### src/rtl/guardian_monitor_mc_if.sv
// Telemetry-in / alert-out bundle for one guardian_monitor_mc instance.
// slave is the monitor's view; master is the driving/consuming side.
interface guardian_monitor_mc_if #(
  parameter int NUM_CH  = 4,
  parameter int DATA_W  = 12,
  parameter int SCORE_W = 16
);
  logic                      enable;
  logic                      sample_valid;
  logic [NUM_CH*DATA_W-1:0]  sample_data;
  logic [15:0]               timing_margin;
  logic [SCORE_W-1:0]        cfg_thresh_hi;
  logic [SCORE_W-1:0]        cfg_thresh_lo;
  logic [SCORE_W-1:0]        anomaly_score;
  logic                      alert_valid;
  logic                      alert_ready;
  logic [15:0]               alert_block_id;
  logic [NUM_CH-1:0]         alert_ch_mask;
  logic [SCORE_W-1:0]        alert_score;
  logic [2:0]                state;

  modport slave (
    input  enable, sample_valid, sample_data, timing_margin,
    input  cfg_thresh_hi, cfg_thresh_lo, alert_ready,
    output anomaly_score, alert_valid, alert_block_id, alert_ch_mask,
    output alert_score, state
  );

  modport master (
    output enable, sample_valid, sample_data, timing_margin,
    output cfg_thresh_hi, cfg_thresh_lo, alert_ready,
    input  anomaly_score, alert_valid, alert_block_id, alert_ch_mask,
    input  alert_score, state
  );
endinterface

### src/rtl/guardian_monitor_mc.sv
// Multi-channel guardian: delta-based saturating anomaly score, persistence /
// hysteresis filter, and a latched valid/ready alert toward recovery control.
//
//   state    | meaning
//   ---------+---------------------------------------------------------------
//   IDLE     | monitoring disabled; re-primes the delta history on exit
//   MONITOR  | nominal; waiting for a score above cfg_thresh_hi
//   SUSPECT  | counting consecutive high scores; band between lo/hi holds
//   ALERT    | alert_valid asserted with captured score/mask until accepted
//   COOLDOWN | fixed hold-off after acceptance; score events ignored
module guardian_monitor_mc #(
  parameter int BLOCK_ID  = 0,
  parameter int NUM_CH    = 4,
  parameter int DATA_W    = 12,
  parameter int SCORE_W   = 16,
  parameter int CH_THRESH = 20,
  parameter int PERSIST   = 3,
  parameter int COOLDOWN  = 16
) (
  input logic                   clk,
  input logic                   rst_n,
  guardian_monitor_mc_if.slave  bus
);

  typedef enum logic [2:0] {
    IDLE     = 3'd0,
    MONITOR  = 3'd1,
    SUSPECT  = 3'd2,
    ALERT    = 3'd3,
    COOLDOWN_S = 3'd4
  } state_t;

  localparam int CNT_MAX = (PERSIST > COOLDOWN) ? PERSIST : COOLDOWN;
  localparam int CNT_W   = $clog2(CNT_MAX + 1);
  // Wide enough for NUM_CH<=8 deltas plus the margin byte, and one bit past SCORE_W.
  localparam int SUM_A   = (DATA_W + 5 > SCORE_W + 1) ? DATA_W + 5 : SCORE_W + 1;
  localparam int SUM_W   = (SUM_A > 10) ? SUM_A : 10;
  localparam logic [SUM_W-1:0]  SAT_MAX = (SUM_W'(1) << SCORE_W) - SUM_W'(1);
  localparam logic [DATA_W:0]   THR     = (DATA_W+1)'(CH_THRESH);
  localparam logic [CNT_W-1:0]  PERSIST_C  = CNT_W'(PERSIST);
  localparam logic [CNT_W-1:0]  COOLDOWN_C = CNT_W'(COOLDOWN);

  state_t                    state_q;
  logic [CNT_W-1:0]          cnt_q;
  logic                      alert_valid_q;
  logic [SCORE_W-1:0]        alert_score_q;
  logic [NUM_CH-1:0]         alert_mask_q;

  logic [NUM_CH*DATA_W-1:0]  prev_q;
  logic                      primed_q;
  logic [SCORE_W-1:0]        anomaly_score_q;
  logic [NUM_CH-1:0]         flags_q;
  logic                      event_q;

  logic [SUM_W-1:0]          sum_d;
  logic [SCORE_W-1:0]        score_d;
  logic [NUM_CH-1:0]         flags_d;
  logic [DATA_W:0]           ch_v, pv_v, dlt_v;
  logic                      accept;
  logic                      over_hi, under_lo;

  assign accept   = bus.enable && bus.sample_valid && (state_q != IDLE);
  assign over_hi  = anomaly_score_q >  bus.cfg_thresh_hi;
  assign under_lo = anomaly_score_q <= bus.cfg_thresh_lo;

  always_comb begin
    sum_d   = SUM_W'(bus.timing_margin[15:8]);
    flags_d = '0;
    ch_v    = '0;
    pv_v    = '0;
    dlt_v   = '0;
    for (int i = 0; i < NUM_CH; i++) begin
      ch_v  = {1'b0, bus.sample_data[i*DATA_W +: DATA_W]};
      pv_v  = {1'b0, prev_q[i*DATA_W +: DATA_W]};
      dlt_v = (ch_v >= pv_v) ? (ch_v - pv_v) : (pv_v - ch_v);
      if (!primed_q) dlt_v = '0;
      flags_d[i] = (dlt_v >= THR);
      sum_d      = sum_d + SUM_W'(dlt_v);
    end
    score_d = (sum_d > SAT_MAX) ? {SCORE_W{1'b1}} : sum_d[SCORE_W-1:0];
  end

  always_ff @(posedge clk or negedge rst_n) begin
    if (!rst_n) begin
      prev_q          <= '0;
      primed_q        <= 1'b0;
      anomaly_score_q <= '0;
      flags_q         <= '0;
      event_q         <= 1'b0;
    end else begin
      event_q <= accept;
      if (state_q == IDLE && bus.enable) primed_q <= 1'b0;
      if (accept) begin
        prev_q          <= bus.sample_data;
        primed_q        <= 1'b1;
        anomaly_score_q <= score_d;
        flags_q         <= flags_d;
      end
    end
  end

  always_ff @(posedge clk or negedge rst_n) begin
    if (!rst_n) begin
      state_q       <= IDLE;
      cnt_q         <= '0;
      alert_valid_q <= 1'b0;
      alert_score_q <= '0;
      alert_mask_q  <= '0;
    end else if (!bus.enable) begin
      state_q       <= IDLE;
      cnt_q         <= '0;
      alert_valid_q <= 1'b0;
    end else begin
      case (state_q)
        IDLE: begin
          state_q <= MONITOR;
          cnt_q   <= '0;
        end
        MONITOR: begin
          if (event_q && over_hi) begin
            if (PERSIST == 1) begin
              state_q       <= ALERT;
              cnt_q         <= '0;
              alert_valid_q <= 1'b1;
              alert_score_q <= anomaly_score_q;
              alert_mask_q  <= flags_q;
            end else begin
              state_q <= SUSPECT;
              cnt_q   <= CNT_W'(1);
            end
          end
        end
        SUSPECT: begin
          if (event_q) begin
            if (over_hi) begin
              if (cnt_q + CNT_W'(1) == PERSIST_C) begin
                state_q       <= ALERT;
                cnt_q         <= '0;
                alert_valid_q <= 1'b1;
                alert_score_q <= anomaly_score_q;
                alert_mask_q  <= flags_q;
              end else begin
                cnt_q <= cnt_q + CNT_W'(1);
              end
            end else if (under_lo) begin
              state_q <= MONITOR;
              cnt_q   <= '0;
            end
          end
        end
        ALERT: begin
          if (alert_valid_q && bus.alert_ready) begin
            alert_valid_q <= 1'b0;
            state_q       <= COOLDOWN_S;
            cnt_q         <= COOLDOWN_C;
          end
        end
        COOLDOWN_S: begin
          // Terminal count at 1 so the FSM sits in COOLDOWN for exactly COOLDOWN cycles.
          if (cnt_q <= CNT_W'(1)) begin
            state_q <= MONITOR;
            cnt_q   <= '0;
          end else begin
            cnt_q <= cnt_q - CNT_W'(1);
          end
        end
        default: begin
          state_q <= IDLE;
          cnt_q   <= '0;
        end
      endcase
    end
  end

  assign bus.anomaly_score  = anomaly_score_q;
  assign bus.alert_valid    = alert_valid_q;
  assign bus.alert_block_id = 16'(BLOCK_ID);
  assign bus.alert_ch_mask  = alert_mask_q;
  assign bus.alert_score    = alert_score_q;
  assign bus.state          = state_q;

endmodule

### src/flat_wrapper.sv
// flat-port wrapper written by rule: the top's interface ports become plain ports
module guardian_monitor_mc_flat 
#(
  parameter int BLOCK_ID  = 0,
  parameter int NUM_CH    = 4,
  parameter int DATA_W    = 12,
  parameter int SCORE_W   = 16,
  parameter int CH_THRESH = 20,
  parameter int PERSIST   = 3,
  parameter int COOLDOWN  = 16
)
  (clk, rst_n, bus_enable, bus_sample_valid, bus_sample_data, bus_timing_margin, bus_cfg_thresh_hi, bus_cfg_thresh_lo, bus_alert_ready, bus_anomaly_score, bus_alert_valid, bus_alert_block_id, bus_alert_ch_mask, bus_alert_score, bus_state);
  guardian_monitor_mc_if #(.NUM_CH(NUM_CH), .DATA_W(DATA_W), .SCORE_W(SCORE_W)) bus_i ();
  input logic clk;
  input logic rst_n;
  input wire logic [$bits(bus_i.enable)-1:0] bus_enable;
  input wire logic [$bits(bus_i.sample_valid)-1:0] bus_sample_valid;
  input wire logic [$bits(bus_i.sample_data)-1:0] bus_sample_data;
  input wire logic [$bits(bus_i.timing_margin)-1:0] bus_timing_margin;
  input wire logic [$bits(bus_i.cfg_thresh_hi)-1:0] bus_cfg_thresh_hi;
  input wire logic [$bits(bus_i.cfg_thresh_lo)-1:0] bus_cfg_thresh_lo;
  input wire logic [$bits(bus_i.alert_ready)-1:0] bus_alert_ready;
  output wire logic [$bits(bus_i.anomaly_score)-1:0] bus_anomaly_score;
  output wire logic [$bits(bus_i.alert_valid)-1:0] bus_alert_valid;
  output wire logic [$bits(bus_i.alert_block_id)-1:0] bus_alert_block_id;
  output wire logic [$bits(bus_i.alert_ch_mask)-1:0] bus_alert_ch_mask;
  output wire logic [$bits(bus_i.alert_score)-1:0] bus_alert_score;
  output wire logic [$bits(bus_i.state)-1:0] bus_state;
  assign bus_i.enable = bus_enable;
  assign bus_i.sample_valid = bus_sample_valid;
  assign bus_i.sample_data = bus_sample_data;
  assign bus_i.timing_margin = bus_timing_margin;
  assign bus_i.cfg_thresh_hi = bus_cfg_thresh_hi;
  assign bus_i.cfg_thresh_lo = bus_cfg_thresh_lo;
  assign bus_i.alert_ready = bus_alert_ready;
  assign bus_anomaly_score = bus_i.anomaly_score;
  assign bus_alert_valid = bus_i.alert_valid;
  assign bus_alert_block_id = bus_i.alert_block_id;
  assign bus_alert_ch_mask = bus_i.alert_ch_mask;
  assign bus_alert_score = bus_i.alert_score;
  assign bus_state = bus_i.state;
  guardian_monitor_mc #(.BLOCK_ID(BLOCK_ID), .NUM_CH(NUM_CH), .DATA_W(DATA_W), .SCORE_W(SCORE_W), .CH_THRESH(CH_THRESH), .PERSIST(PERSIST), .COOLDOWN(COOLDOWN)) u_core (.clk(clk), .rst_n(rst_n), .bus(bus_i));
endmodule
### config.mk
export PLATFORM = sky130hd
export DESIGN_NAME = guardian_monitor_mc_flat
export DESIGN_NICKNAME = d
export VERILOG_FILES = /design/src/rtl/guardian_monitor_mc_if.sv /design/src/rtl/guardian_monitor_mc.sv /design/src/flat_wrapper.sv
export SDC_FILE = /design/constraint.sdc
export NUM_CORES = 1
export LEC_CHECK = 0
export ABC_CLOCK_PERIOD_IN_PS = 7100
export CAP_MARGIN = 20
export CORE_UTILIZATION = 52
export CTS_CLUSTER_SIZE = 10
export DETAILED_ROUTE_END_ITERATION = 7
export GPL_TIMING_DRIVEN = 1
export PLACE_DENSITY = 0.85
export SYNTH_ARGS = -nofsm -noshare
export SYNTH_HDL_FRONTEND = slang
export SYNTH_SLANG_ARGS = --single-unit
### constraint.sdc
create_clock -name clk -period 7.1 [get_ports clk]
set_clock_uncertainty 0.1 [all_clocks]
set_input_delay 1.775 -clock clk [delete_from_list [all_inputs] [get_ports clk]]
set_output_delay 1.775 -clock clk [all_outputs]
set_load 0.01 [all_outputs]
==> flow_summary.json, run 1 <==
{
  "status": "finished, violations left",
  "violations": "negative setup slack",
  "synth_area_leaders": "dfrtp_1 22%, ha_1 17%, inv_1 6.6%",
  "crit_path_start_kind": "input pin",
  "synth_flop_cell": "dfrtp_1",
  "syn_to_final_growth_pct": 38.6,
  "cts_buffers": 9,
  "cts_tree": "built",
  "slew_headroom_pct": 40.4,
  "yosys.area_share.simple_pct": 14.1,
  "synth_top_family_by_area": "adder cells",
  "drc_errors": 0,
  "root_buffer": "clkbuf_16",
  "critPathCaptureType": "register",
  "crit_type": "in2reg",
  "grt_pass1_wl_mm": 52.2,
  "placed_area_um2": 14500,
  "initial_core_util_pct": 53.4,
  "cp_common_cell": "a21oi_2",
  "fin_crit_sh_pct": 112,
  "hold_path_class": "reg2reg",
  "slew_viol_final": 0,
  "dp_slack_ns": -1.47,
  "drt_iter0_markers": 867,
  "first_pass_iters": 6,
  "fmax_mhz": 126,
  "antenna_cells": 0,
  "fp.dieArea_um2": 22400,
  "dp_hpwl_mm": 24.2,
  "worst_slack_ns": -0.843,
  "overflow": 0,
  "synth-xor-area-share_pct": 4.64,
  "portBuffers": 132,
  "post_drt_via_cell_ratio": 5.82,
  "clk_latency_ns": 0.37,
  "synth_cells": 1386,
  "synthTopCellsByCount": "198 x inv_1, 156 x ha_1, 131 x nand2_1, 109 x o21ai_0, 99 x dfrtp_1",
  "n_fill_cell": 1399,
  "synth_edf_count": 0,
  "cap_violations": 0,
  "cp_max_fo": 3,
  "synthDominantCellAreaShare_pct": 21.9,
  "fp.dieW_um": 150,
  "track_usage_pct": 29.0,
  "dieHeight_um": 150,
  "async_flop_share_pct": 100,
  "cp.arrival_ns": 8.09,
  "worstMarginPinSlew_ns": 0.871,
  "slowest_stage": "fa_1",
  "grt_pass1_vias": 11200,
  "synth_compound_area_share_pct": 20.8,
  "ant_nets": 0,
  "place_congestion": 0.936,
  "core_area_um2": 21200,
  "yosysWarningCount": 0,
  "grt_antenna_before_repair": 0,
  "vias": 11700,
  "h-tree-depth": 3,
  "clkTransAtPathRegs_ns": 0.08,
  "synth_mux_area_share_pct": 5.31,
  "min_period_ns": 7.94,
  "fin_nets": 2014,
  "drive_gt1_share_pct": 25.5,
  "syn_area_per_cell_um2": 8.18,
  "stdcell_area_um2": 15700,
  "ys_ff_latch": 99,
  "drt_wl_total_mm": 36.2,
  "fin_setup_tns_ns": -4.17,
  "syn_area_um2": 11300,
  "hold_viol_final": 0,
  "cts_max_path_buffers": 2,
  "finalSetupViolCount": 8,
  "io_pins": 157,
  "ys_types": 81,
  "synth_adder_area_share_pct": 23.4,
  "cts_sinks": 99,
  "rsz0062_at_grt": "yes",
  "fp-row-count": 53,
  "yosysMostFrequentCell": "inv_1",
  "grt_max_degree": 63,
  "ys_seq_area_share_pct": 21.9,
  "slowest_delay_ns": 0.55,
  "yosys.area.top_type": "dfrtp_1",
  "cp.required_ns": 7.24,
  "wl_per_cell_um": 18.1
}
routing by layer:
| layer | part of all wire (%) | up-vias | GRT usage (%) |
|---|---|---|---|
| li1 | - | 5365 | - |
| met1 | 39 | 5443 | 34.3 |
| met2 | 49 | 658 | 51.9 |
| met3 | 7.1 | 195 | 4.05 |
| met4 | 5.7 | 0 | 12.7 |
| met5 | 0 | - | 0 |
state kept, by name, indices dropped and copies added, names as in the netlist, 3 cells and up:
name and flops:
u_core.bus.alert_score 16, u_core.cnt_q 5, u_core.bus.anomaly_score 16, u_core.bus.alert_ch_mask 4, u_core.prev_q 48, u_core.bus.state 3, u_core.flags_q 4
kinds of logic after synthesis:
group / after synthesis
AOI/OAI and AO/OA: 370
DFF: 99
adders and majority gates: 191
and+or+nand+nor: 341
other: 1
muxes: 55
buffers and inverters: 269
xor gates and xnor gates: 60
placed cells by master, fill, tap and decap left out, types with 14 or more instances in the layout:
cell type,Yosys,final
o21ai_0,109,102
nor2_1,84,78
inv_1,198,175
xor2_1,22,21
dfrtp_1,99,99
clkdlybuf4s50_1,0,112
mux2_2,20,20
mux2i_1,29,27
ha_1,156,121
a21o_1,47,47
fa_1,35,33
buf_4,17,239
nand2_1,131,130
and2_1,20,19
xnor2_1,38,31
nand2b_1,14,14
a21oi_2,2,15
nand3_1,23,21
a21oi_1,93,76
ha_4,0,31
conb_1,1,16
inv_2,1,22
worst paths after layout:
check	end	slack (ns)	depth (start not counted)	start
worst min register to register	u_core.bus.alert_score[6]	0.41	1	u_core.bus.alert_score[6]
worst min-delay path	u_core.bus.alert_score[6]	0.41	1	u_core.bus.alert_score[6]
min in group asynchronous	u_core.bus.alert_score[10]	1.30	1	rst_n
worst max register to register	u_core.bus.anomaly_score[14]	0.21	32	u_core.prev_q[4]
worst max-delay path	u_core.bus.anomaly_score[14]	-0.84	34	bus_sample_data[4]
max in group asynchronous	u_core.bus.alert_score[11]	4.39	2	rst_n
layout make-up:
| class | instances | area (um^2) | share of cell area (%) |
|---|---|---|---|
| clock buffer | 9 | 225 | 1.43 |
| clock inverter | 7 | 90.1 | 0.573 |
| inverter | 199 | 757 | 4.82 |
| multi-input combinational | 1033 | 8590 | 54.7 |
| sequential | 99 | 2480 | 15.8 |
| tap | 275 | 344 | 2.19 |
| timing repair buffer | 380 | 3230 | 20.5 |
timing repair:
action | 4_1_cts | 5_1_grt
gates resized for setup | 64 | 117
endpoints found under the setup margin | 10 | 11
pin swaps | 39 | 72
setup buffers | 16 | 18
hold buffers | 0 | 0
critical path: cells and delay by family:
kind | cells | cell delay, ns
adder cells (fa/ha/maj) | 5 | 1.75
buffers and inverters | 6 | 0.48
XOR/XNOR | 2 | 0.39
multiplexers | 2 | 0.58
AO/OA/AOI/OAI | 11 | 1.82
AND/OR/NAND/NOR | 8 | 1.26
per-stage QoR:
| stage | cells | hold slack, ns | util [%] |
|---|---|---|---|
| final | 2002 | 0.410 | 74.1 |
| after global routing | 2002 | 0.424 | 74.1 |
| after CTS | 1989 | 0.412 | 71.1 |
| after detailed placement | 1958 | 0.396 | 68.2 |
| after global placement | 1957 | 0.387 | 68.1 |
| after floorplan | 1401 | 0.380 | - |
Power of run 1 is left out: the tool's default activity adds up to more than one toggle a clock period on the data nets, which glitch-free logic cannot reach.
==> inputs of run 2 (changes only) <==
- CORE_ASPECT_RATIO: default -> 1.1
- CTS_BUF_LIST: default -> sky130_fd_sc_hd__clkbuf_4
==> flow_summary.json, run 2 (synthesis gave the netlist of run 1 again) <==
{
  "hold_path_class": "reg2reg",
  "final_cell_mix": "244 x buf_4, 180 x inv_1, 130 x nand2_1, 130 x ha_1, 119 x clkdlybuf4s50_1",
  "cp_max_fo": 4,
  "worstMarginPinSlew_ns": 0.975,
  "fin_crit_sh_pct": 111,
  "drive_gt1_share_pct": 23.9,
  "h-tree-depth": 3,
  "dp_cells": 1970,
  "place_congestion": 0.927,
  "drt_iter0_markers": 817,
  "slowest_stage": "fa_1",
  "clk_latency_ns": 0.51,
  "regMostFlops": "u_core.prev_q",
  "status": "finished, violations left",
  "fin_nets": 2013,
  "dieHeight_um": 157,
  "first_pass_iters": 7,
  "crit_buf_inv": 5,
  "vias": 11500,
  "holdPathStages": 1,
  "slew_headroom_pct": 35.0,
  "initial_core_util_pct": 53.1,
  "final_common_cell": "buf_4",
  "fmax_mhz": 127,
  "fp.dieW_um": 143,
  "fin_setup_tns_ns": -3.03,
  "cp.depth": 33,
  "wl_per_cell_um": 17.2,
  "wl_met2_mm": 17.1,
  "core_area_um2": 21400,
  "root_buffer": "clkbuf_4",
  "rsz0062_at_grt": "yes",
  "drc_errors": 0,
  "placed_area_um2": 14500,
  "utilization_pct": 71.7,
  "crit_path_start_kind": "input pin",
  "slowest_delay_ns": 0.52,
  "largest_reg_flops": 48,
  "reg2reg_depth": 31,
  "track_usage_pct": 30.7,
  "portBuffers": 132,
  "cts_buffers": 9,
  "worst_slack_ns": -0.782,
  "crit_type": "in2reg",
  "cp.arrival_ns": 8.17,
  "io_pins": 157,
  "dp_hpwl_mm": 23.9,
  "grt_pass1_vias": 11600,
  "min_from": "u_core.flags_q[3]",
  "cts_tree": "built",
  "grt_pass1_wl_mm": 54.8,
  "fp-row-count": 56,
  "syn_to_final_growth_pct": 35.1,
  "cp.required_ns": 7.38,
  "grt_max_degree": 74,
  "wirelength_met1_mm": 13.4,
  "cp_top_family": "compound AO/OA/AOI/OAI gates",
  "wl_met3_mm": 2.08,
  "grt_antenna_before_repair": 1,
  "cap_violations": 0,
  "stdcell_count": 2017,
  "post_drt_via_cell_ratio": 5.70,
  "min_period_ns": 7.88,
  "drt_wl_total_mm": 34.7,
  "slew_viol_final": 0,
  "fp.dieArea_um2": 22400,
  "crit_start": "bus_sample_data[4]",
  "dr.max_layer_used": "met4",
  "cts_hold_buf": 0,
  "critPathCaptureType": "register",
  "cts_sinks": 99,
  "finalSetupViolCount": 7,
  "cts_max_path_buffers": 2,
  "hold_viol_final": 0,
  "ant_nets": 0,
  "clkTransAtPathRegs_ns": 0.19,
  "r2r-start": "u_core.prev_q[4]",
  "violations": "negative setup slack",
  "overflow": 0,
  "stdcell_area_um2": 15300
}
-- run 2: cell types whose count changed in the layout (fill, tap and decap cells not counted), sizes merged --
cell	delta
buf	-1
clkbuf	+3
clkdlybuf4s15	-1
diode	+1
clkinv	+2
dlymetal6s2s	-7
clkdlybuf4s50	+7
inv	-4
-- run 2: path summary, 6_finish.rpt --
path	endpoint	slack [ns]
max	u_core.bus.anomaly_score[14]	-0.78
min	u_core.bus.alert_ch_mask[3]	0.40
max reg2reg	u_core.bus.anomaly_score[14]	0.10
min reg2reg	u_core.bus.alert_ch_mask[3]	0.40
max in group asynchronous	u_core.cnt_q[3]	4.50
min in group asynchronous	u_core.prev_q[46]	1.05
-- run 2: per-stage QoR --
| step | setup WS [ns] | hold WS, ns |
|---|---|---|
| global placement | -1.28 | 0.388 |
| floorplan | -0.590 | 0.380 |
| global route | -1.10 | 0.412 |
| CTS | -0.389 | 0.401 |
| detailed placement | -1.51 | 0.395 |
| finish | -0.782 | 0.400 |
-- run 2: area by class of cell --
class	instances	area, um^2
multi-input combinational	1033	8420
inverter	199	757
clock inverter	5	52.6
clock buffer	11	82.6
timing repair buffer	379	3160
fill	1516	6050
sequential	99	2480
tap	290	363
antenna	1	2.50
-- run 2: per-layer routing --
| layer | vias to the layer above | GRT usage, % |
|---|---|---|
| met5 | - | 0 |
| met4 | 0 | 19.6 |
| met3 | 173 | 4.31 |
| met2 | 545 | 54.8 |
| met1 | 5428 | 34.1 |
| li1 | 5345 | - |
-- run 2: repair_timing --
action                     in CTS  in global routing
setup endpoints to repair       9                  8
setup buffers                  29                  5
resized for setup              93                 45
pin swaps                      58                 44
Power of run 2 is left out for the same reason.
==> inputs of run 3 (changes only) <==
- CORE_MARGIN: default -> 4
- PLACE_DENSITY: 0.85 -> 0.79
==> flow_summary.json, run 3 (synthesis gave the netlist of run 1 again) <==
{
  "clkTransAtPathRegs_ns": 0.15,
  "fin_setup_tns_ns": -3.89,
  "grt_max_degree": 56,
  "use_met3_pct": 3.98,
  "status": "finished, violations left",
  "hold_viol_final": 0,
  "drc_errors": 0,
  "regMostFlops": "u_core.prev_q",
  "fp.dieW_um": 149,
  "critPathCaptureType": "register",
  "largest_reg_flops": 48,
  "core_area_um2": 21400,
  "grt_pass1_wl_mm": 54.5,
  "cts_buffers": 9,
  "io_pins": 157,
  "dp_hpwl_mm": 24.2,
  "cts_sinks": 99,
  "grt_antenna_before_repair": 1,
  "cts_hold_buf": 0,
  "grt.busiest_layer": "met2",
  "initial_core_util_pct": 53.1,
  "overflow": 0,
  "post_drt_via_cell_ratio": 5.70,
  "slew_viol_final": 0,
  "cts_tree": "built",
  "ant_nets": 0,
  "violations": "negative setup slack",
  "root_buffer": "clkbuf_4",
  "track_usage_pct": 27.4,
  "cp.required_ns": 7.39,
  "met2_usage_pct": 48.0,
  "grt_pass1_vias": 11400,
  "dieHeight_um": 163,
  "worstMarginPinSlew_ns": 0.869,
  "worst_slack_ns": -0.817,
  "clk_latency_ns": 0.55,
  "wl_per_cell_um": 18.1,
  "crit_type": "in2reg",
  "crit_path_start_kind": "input pin",
  "place_congestion": 0.911,
  "cp_max_fo": 3,
  "h-tree-depth": 3,
  "drt_wl_total_mm": 36.9,
  "utilization_pct": 73.6,
  "met1_usage_pct": 33.3,
  "slew_headroom_pct": 41.9,
  "first_pass_iters": 7,
  "slowest_stage": "fa_1",
  "cap_violations": 0,
  "final_cell_mix": "265 x buf_4, 179 x inv_1, 130 x nand2_1",
  "rsz0062_at_grt": "yes",
  "fin_nets": 2040,
  "fp-row-count": 56,
  "dp_slack_ns": -1.50,
  "vias": 11600,
  "portBuffers": 132,
  "cts_max_path_buffers": 2,
  "finalSetupViolCount": 8,
  "drt_iter0_markers": 940,
  "fp.dieArea_um2": 24200,
  "syn_to_final_growth_pct": 38.7,
  "fin_crit_sh_pct": 112,
  "slowest_delay_ns": 0.55,
  "min_period_ns": 7.92,
  "drive_gt1_share_pct": 26.0,
  "fmax_mhz": 126,
  "final_common_cell": "buf_4",
  "hold_path_class": "reg2reg",
  "cp.arrival_ns": 8.21
}
==> run 3: area by class of cell <==
cell class / count / area (um^2)
Clock buffer: 9 / 67.6
Tap cell: 290 / 363
Sequential cell: 99 / 2480
Inverter: 199 / 759
Multi-Input combinational cell: 1033 / 8600
Timing Repair Buffer: 406 / 3390
Antenna cell: 1 / 2.50
Clock inverter: 7 / 58.8
Fill cell: 1501 / 5650
==> run 3: metrics by stage <==
stage,instances,instance area [um^2],hold WS [ns]
2_1_floorplan,1401,11500,0.380
3_3_place_gp,1965,14400,0.389
3_5_place_dp,1965,14400,0.394
4_1_cts,2039,15300,0.423
5_1_grt,2044,15700,0.439
6_report,2044,15700,0.424
==> run 3: final timing paths <==
kind | from | endpoint | slack, ns | cells past startpoint
worst max register to register | u_core.prev_q[4] | u_core.bus.anomaly_score[14] | 0 | 34
worst max-delay path | bus_sample_data[4] | u_core.bus.anomaly_score[14] | -0.82 | 36
min in group asynchronous | rst_n | u_core.prev_q[8] | 1.12 | 1
worst min register to register | u_core.bus.alert_score[10] | u_core.bus.alert_score[10] | 0.42 | 1
max in group asynchronous | rst_n | u_core.bus.anomaly_score[10] | 4.55 | 2
worst min-delay path | u_core.bus.alert_score[10] | u_core.bus.alert_score[10] | 0.42 | 1
==> run 3: timing repair <==
action | CTS | global route
setup buffers | 59 | 15
gates resized for setup | 77 | 91
endpoints found under the setup margin | 9 | 11
pin swaps | 38 | 63
==> run 3: routing by layer <==
metal  share of wire, %  up-vias
met2                 48      603
met3                7.1      190
met5                  0        -
li1                   -     5404
met1                 39     5451
met4                6.3        0
==> run 3: critical path: cells and delay by family <==
kind	cells	cell delay (ns)
multiplexers	2	0.59
XOR/XNOR	2	0.31
AND/OR/NAND/NOR	7	1.01
buffers and inverters	8	0.67
AO/OA/AOI/OAI	12	2.16
adder cells (fa/ha/maj)	5	1.65
Power of run 3 is left out for the same reason.
